===== src/rtl/vga_timing_ctrl.sv =====
// Raster timing source: 640x480@60 VGA counters, sync/blank decode, and
// frame-stable shadows of game state and tile matrix loaded at vblank start.
module vga_timing_ctrl #(
  parameter int H_VIS  = 640,
  parameter int H_FP   = 16,
  parameter int H_SYNC = 96,
  parameter int H_BP   = 48,
  parameter int V_VIS  = 480,
  parameter int V_FP   = 10,
  parameter int V_SYNC = 2,
  parameter int V_BP   = 33
) (
  input  logic        clk,
  input  logic        rst,
  input  logic [2:0]  state_in,
  input  logic [11:0] matrix_in  [3:0][3:0],
  output logic [9:0]  x,
  output logic [9:0]  y,
  output logic        hsync,
  output logic        vsync,
  output logic        blank_n,
  output logic        sync_n,
  output logic        vga_clk,
  output logic [2:0]  state_out,
  output logic [11:0] matrix_out [3:0][3:0],
  output logic        vblank_start
);

  localparam int H_TOT = H_VIS + H_FP + H_SYNC + H_BP;
  localparam int V_TOT = V_VIS + V_FP + V_SYNC + V_BP;

  localparam logic [9:0] H_LAST    = 10'(H_TOT - 1);
  localparam logic [9:0] V_LAST    = 10'(V_TOT - 1);
  localparam logic [9:0] H_VIS_W   = 10'(H_VIS);
  localparam logic [9:0] V_VIS_W   = 10'(V_VIS);
  localparam logic [9:0] V_VIS_END = 10'(V_VIS - 1);
  localparam logic [9:0] HS_BEG    = 10'(H_VIS + H_FP);
  localparam logic [9:0] HS_END    = 10'(H_VIS + H_FP + H_SYNC);
  localparam logic [9:0] VS_BEG    = 10'(V_VIS + V_FP);
  localparam logic [9:0] VS_END    = 10'(V_VIS + V_FP + V_SYNC);

  logic        tog_q, tog_d;
  logic [9:0]  x_q, x_d;
  logic [9:0]  y_q, y_d;
  logic [2:0]  state_q, state_d;
  logic [11:0] matrix_q [3:0][3:0];
  logic [11:0] matrix_d [3:0][3:0];
  logic        vblank_q, vblank_d;
  logic        load;

  always_comb begin
    tog_d    = ~tog_q;
    x_d      = x_q;
    y_d      = y_q;
    load     = 1'b0;
    state_d  = state_q;
    matrix_d = matrix_q;
    if (tog_q) begin
      if (x_q == H_LAST) begin
        x_d = '0;
        y_d = (y_q == V_LAST) ? '0 : y_q + 10'd1;
        // Last visible line wrapping into the first blanking line.
        load = (y_q == V_VIS_END);
      end else begin
        x_d = x_q + 10'd1;
      end
    end
    if (load) begin
      state_d  = state_in;
      matrix_d = matrix_in;
    end
    vblank_d = load;
  end

  always_ff @(posedge clk) begin
    if (!rst) begin
      tog_q    <= 1'b0;
      x_q      <= '0;
      y_q      <= '0;
      state_q  <= '0;
      matrix_q <= '{default: '0};
      vblank_q <= 1'b0;
    end else begin
      tog_q    <= tog_d;
      x_q      <= x_d;
      y_q      <= y_d;
      state_q  <= state_d;
      matrix_q <= matrix_d;
      vblank_q <= vblank_d;
    end
  end

  assign x            = x_q;
  assign y            = y_q;
  assign vga_clk      = tog_q;
  assign sync_n       = 1'b0;
  assign hsync        = !((x_q >= HS_BEG) && (x_q < HS_END));
  assign vsync        = !((y_q >= VS_BEG) && (y_q < VS_END));
  assign blank_n      = (x_q < H_VIS_W) && (y_q < V_VIS_W);
  assign state_out    = state_q;
  assign matrix_out   = matrix_q;
  assign vblank_start = vblank_q;

endmodule


===== config.mk =====
export PLATFORM = sky130hd
export DESIGN_NAME = vga_timing_ctrl
export DESIGN_NICKNAME = d
export VERILOG_FILES = /design/src/rtl/vga_timing_ctrl.sv
export SDC_FILE = /design/constraint.sdc
export NUM_CORES = 1
export LEC_CHECK = 0
export CAP_MARGIN = 20
export CELL_PAD_IN_SITES_DETAIL_PLACEMENT = 1
export CELL_PAD_IN_SITES_GLOBAL_PLACEMENT = 2
export CORE_ASPECT_RATIO = 1.1
export CORE_MARGIN = 10
export CORE_UTILIZATION = 31
export DETAILED_ROUTE_END_ITERATION = 7
export DONT_BUFFER_PORTS = 1
export PLACE_DENSITY = 0.85
export SKIP_CTS_REPAIR_TIMING = 1
export SLEW_MARGIN = 20
export SYNTH_ARGS = -nofsm -noshare
export SYNTH_HDL_FRONTEND = slang
export SYNTH_SLANG_ARGS = --single-unit

===== constraint.sdc =====
create_clock -name clk -period 2.3 [get_ports clk]
set_clock_uncertainty 0.2 [all_clocks]
set_input_delay 0.46 -clock clk [delete_from_list [all_inputs] [get_ports clk]]
set_output_delay 0.46 -clock clk [all_outputs]
set_load 0.03 [all_outputs]

# After elaboration in Yosys (flattened, before gate mapping)
# Index checks and enable logic that the tools add are counted.
word_totals:
  in_bits: 197
  rom_bits: 0
  word_cells: 43
  latch_bits: 0
  register_bits: 217
  ram_bits: 0
  memories: 0
op_classes:
  n_bitwise: 1
  n_eq_ne: 3
  n_mux: 4
  reduce_logical: 6
  shifts: 0
  magnitude_cmp: 6
  n_div: 0
  addsub: 2
  multipliers: 0
ops:
  columns: ["op", "count"]
  rows:
  - ["$add A10 B1 Y10 const B", 2]
  - ["$eq A10 B10 Y1 const B", 2]
  - ["$lt A10 B10 Y1 const B", 2]
  - ["$lt A10 B9 Y1 const B", 2]
  - ["$mux W10", 2]
  - ["$eq A10 B9 Y1 const B", 1]
  - ["$ge A10 B10 Y1 const B", 1]
  - ["$ge A10 B9 Y1 const B", 1]
  - ["$logic_and A1 B1 Y1", 3]
  - ["$logic_not A1 Y1", 2]
  - ["$mux W1", 2]
  - ["$reduce_and A2 Y1", 1]
  - ["$not A1 Y1", 1]

# Logic depth before layout (Yosys ltp)
logic_depth:
  word_depth: 3
  depth_mapped: 8

# Worst setup path before layout
# OpenSTA, ideal clock, no wires.
synth_timing:
  path_type: "register -> register"
  startpoint: "register x_q[0] (netlist: x[0])"
  endpoint: "register matrix_q (netlist bit matrix_out[100])"
  stages_incl_launch_ff: 9
  path_slack_ns: -0.238
  n_path_buf: 3
  arrival_time_ns: 2.213
  path_cell_list: "dfxtp_1 ha_1 nand4_2 or4_4 buf_6 buf_6 clkbuf_1 o21ai_0 a21boi_0"
synth_between:
  elab_chain_len: 3
synth_lines:
  columns: ["element", "line_no", "rtl"]
  rows:
  - ["start: declaration", "43", "logic [9:0] x_q, x_d;"]
  - ["start signal: assignment", "78", "x_q <= '0;"]
  - ["start signal: assignment", "85", "x_q <= x_d;"]
  - ["$eq A10 B10 Y1", "59", "if (x_q == H_LAST) begin"]
  - ["$mux W1", "59", null]
  - ["$mux W1", "58", "if (tog_q) begin"]
  - ["end signal: assignment", "88", "matrix_q <= matrix_d;"]
  - ["end: declaration", "46", "logic [11:0] matrix_q [3:0][3:0];"]
# No other way between the ends.
# A chain may end at the register's enable or synchronous reset.

# Worst setup path in the final report
layout_timing:
  startpoint: "register x_q[6] (netlist: x[6])"
  endpoint: "output hsync"
layout_between:
  elab_chain_len: 3
  word_cells_on_any_way: 4
  cone_classes: "2 x order compare; 2 x reduce/logical"
layout_lines:
  columns: ["element", "line_no", "rtl"]
  rows:
  - ["$ge A10 B10 Y1 / $lt A10 B10 Y1 (equally long branches)", "97", "assign hsync = !((x_q >= HS_BEG) && (x_q < HS_END));"]
  - ["$logic_and A1 B1 Y1 *", "97", null]
  - ["$logic_not A1 Y1 *", "97", null]
  - ["end: declaration", "19", "output logic hsync,"]
# Mark *: on every way between the ends. The rest lies on a longest branch, timed or not.

==> results by stage <==
Status:
- The flow ran to the end, but the final reports show violations.
- The checks that failed: negative hold slack, negative setup slack.

Timing:
- The total count of hold-check failures in the final report is 82.
- The share of the cycle needed by the critical path after routing is 106%.
- The smallest clock period supported by the final layout is computed as 2440 ps.
- Once routing completed, OpenROAD measured the worst setup slack at -139 ps.
- Setup repair after global routing could not meet its margin everywhere.
- The worst relative slew slack is 58.4%.
- The worst hold slack across all endpoints is -90.3 ps.
- The final count of pins violating max slew is 0.
- The count of endpoints failing setup in the final report is 17.
- Static timing analysis puts the maximum clock frequency at 0.410 GHz.
- For the pin with the worst max-slew slack, the measured transition is 623 ps.

Floorplan:
- The width of the chip is 182 um.
- The initial standard-cell utilization of the core is 31.3%.
- The area enclosed by the die boundary is 36000 um2.
- The floorplan step defined a core boundary enclosing 28500 um2.
- The floorplan has 65 rows.
- Pin placement for this block handled 418 I/O pins.
- The height of the chip is 198 um.

Power:
- The total power divided by cell area is 627 nW/um2.
- The total chip power is 8.08 mW.
- IR analysis of the VDD net gives a maximum drop of 0.000525 V.
- Summed over all cells, the static leakage comes to 4.33 nW.

Final layout:
- Cells with a size suffix above 1 make up 13.0% of the layout.
- Leaving out fill and tap cells, the most frequent cell in the layout is sky130_fd_sc_hd__nand3_1.
- For this run, the post-layout net count is 1415.
- The footprint of the multi-input gates is 4220 um2.
- The area growth from synthesis to layout is 44.0%.
- The final non-filler cell total is 1607.
- The sequential cells in the finished layout cover a total of 4370 um2.
- The number of filler instances in the final layout is 3164.
- In the layout the commonest cells are sky130_fd_sc_hd__nand3_1, sky130_fd_sc_hd__dfxtp_1, sky130_fd_sc_hd__dlygate4sd3_1.
- Cells fill 45.1% of the core in the end.

Global route:
- Global routing finished with a remaining overflow of 0.
- In the global route stage, overall resource usage came out at 17.1%.
- The number of global-route vias before repair is 7865.
- The maximum number of pins on one net before global-route repair is 211.
- The first global-routing pass estimated 49900 um of wire.
- The initial antenna violation count is 7.

Critical path:
- The startpoint-to-endpoint class of the critical path is register to output pin.
- The endpoint class of the critical path is an output pin.
- At the worst endpoint, the arrival time is 1780 ps.
- The standard cell with the maximum stage delay on the critical path is sky130_fd_sc_hd__or4_4.
- The startpoint type of the worst setup path is a register.
- The signal on the critical path passes through buf_8, and3_4, or4_4.
- The depth of the worst register-to-register path is 7.
- STA puts the critical path data required time at 1640 ps.
- Of all nets on the critical path, the largest fanout is 5.
- The largest stage delay on the critical path is 590 ps.

Clock network:
- The clock transition at the registers of the reported paths is 60 ps.
- The number of buffers added by the clock tree synthesis step is 25.
- For this design, the sink count on the clock tree is 217.
- The clock passes through at most 3 buffers.
- The H-tree depth is 1.
- The clock tree from TritonCTS is yes.
- In this run the clock root is driven by a sky130_fd_sc_hd__clkbuf_16.
- The clock latency of the later-clocked register in the worst-skew pair is 530 ps.

Route:
- The routed via count is 9132.
- The number of nets with antenna violations after detailed routing is 0.
- The first-pass iteration count of the detailed router is 5.
- The mean routed wirelength per cell is 26.3 um.
- Using the TritonRoute via totals, the vias-per-cell ratio works out to 5.68.
- For this block, the routed nets add up to 42200 um of wire.
- The detailed router finished its first iteration with 537 violations.
- The DRC violation count after routing is 0.

Yosys:
- A synthesized cell averages 8.76 um2.
- During synthesis, Yosys emitted a total of 0 warnings.
- Counting flops and latches in the post-synthesis netlist gives 217.
- Synthesis produced a netlist whose cell count is 1021.
- In this run the cell area of the synthesized design comes to 8940 um2.
- The share of synthesized area occupied by flip-flops and latches is 48.6%.
- The net count after synthesis is 1223.
- The unique cell type count in the Yosys netlist is 43.

Placement:
- The placer congestion estimate is 0.782.
- The count of input and output buffers is 0.
- The final HPWL from detailed placement is 23600 um.
- The cell count after placement is 1338.

Hold path:
- The class of the tightest hold or removal check is input pin to register.
- Along the worst hold path, the cell count comes to 1.

Job:
- Max-cap violations in this run came to 0.
worst paths after layout:
path / from / slack [ps] / to
worst max-delay path: x[6] / -140 / hsync
worst min-delay path: rst / -90 / matrix_out[130]
worst max register to register: x[0] / -100 / matrix_out[59]
worst min register to register: y[5] / 370 / y[5]
stage by stage:
stage | TNS (ps) | hold slack (ps) | area (um2) | setup slack [ps]
4_1_cts | -1040 | -151 | 10400 | -291
2_1_floorplan | 0 | 345 | 8970 | 8.18
3_5_place_dp | 0 | 384 | 9640 | 0.882
5_1_grt | -5510 | -129 | 12900 | -178
3_3_place_gp | 0 | 358 | 9640 | 44.2
6_report | -661 | -90.3 | 12900 | -139
routing by layer:
layer / share of wire, % / track usage [%] / up-vias
li1: - / - / 4058
met1: 36 / 18.5 / 4494
met2: 51 / 29.6 / 482
met3: 10 / 8.12 / 98
met4: 2.9 / 3.62 / 0
met5: 0 / 0 / -
state kept, by name (all words and copies together), names as in the netlist:
name,count
y,10
vblank_start,1
state_out,3
x,10
matrix_out,192
vga_clk,1
kinds of logic (layout without fill, tap and decap cells):
logic type / after synthesis / in the layout / share of synthesized area [%]
compound gates: 405 / 405 / 28.3
xor+xnor: 12 / 12 / 1.18
fa+ha+maj: 5 / 5 / 0.700
buf+inv: 120 / 330 / 5.64
flops: 217 / 217 / 48.6
mux: 1 / 1 / 0.112
other cells: 1 / 9 / 0.0419
simple gates: 260 / 260 / 15.5
worst max-delay path: cells and delay by family, from the launching register on:
kind                   cells  cell delay (ps)
and+or+nand+nor            2              770
buffers and inverters      1              150
DFF                        1              330
cell usage after synthesis (all sizes together):
library cell,number,area (um2)
a21boi,196,1470
a21oi,3,15.0
and2,4,25.0
and3,3,18.8
and4,4,35.0
buf,20,128
clkbuf,93,350
conb,1,3.75
dfxtp,217,4340
ha,5,62.6
inv,7,26.3
mux2i,1,10.0
nand2,6,22.5
nand2b,1,6.26
nand3,204,1020
nand4,5,37.5
nand4b,1,15.0
nor2,13,48.8
nor2b,1,6.26
nor3,3,15.0
nor3b,1,7.51
nor4,4,40.0
nor4b,1,8.76
nor4bb,1,10.0
o211ai,1,7.51
o21a,1,7.51
o21ai,202,1010
o221ai,1,8.76
o311ai,1,8.76
or2,1,6.26
or3,3,18.8
or4,2,18.8
or4b,1,10.0
or4bb,1,11.3
xnor2,8,70.1
xor2,4,35.0
power breakdown:
group	switching [mW]	internal (mW)	total (mW)
Sequential	0.00459	3.76	3.77
Combinational	0.102	0.275	0.377
Clock	1.62	2.32	3.93
Total	1.72	6.35	8.08
area by class of cell:
type                    count  share of cell area, %
diodes                      8                  0.155
clock buffers              41                   5.79
clock inverters             4                  0.408
inverters                   7                  0.204
multi-input cells         684                   32.7
flip-flops and latches    217                   33.9
well taps                 368                   3.58
repair buffers            278                   23.2
(Power assumes the default switching activity.)
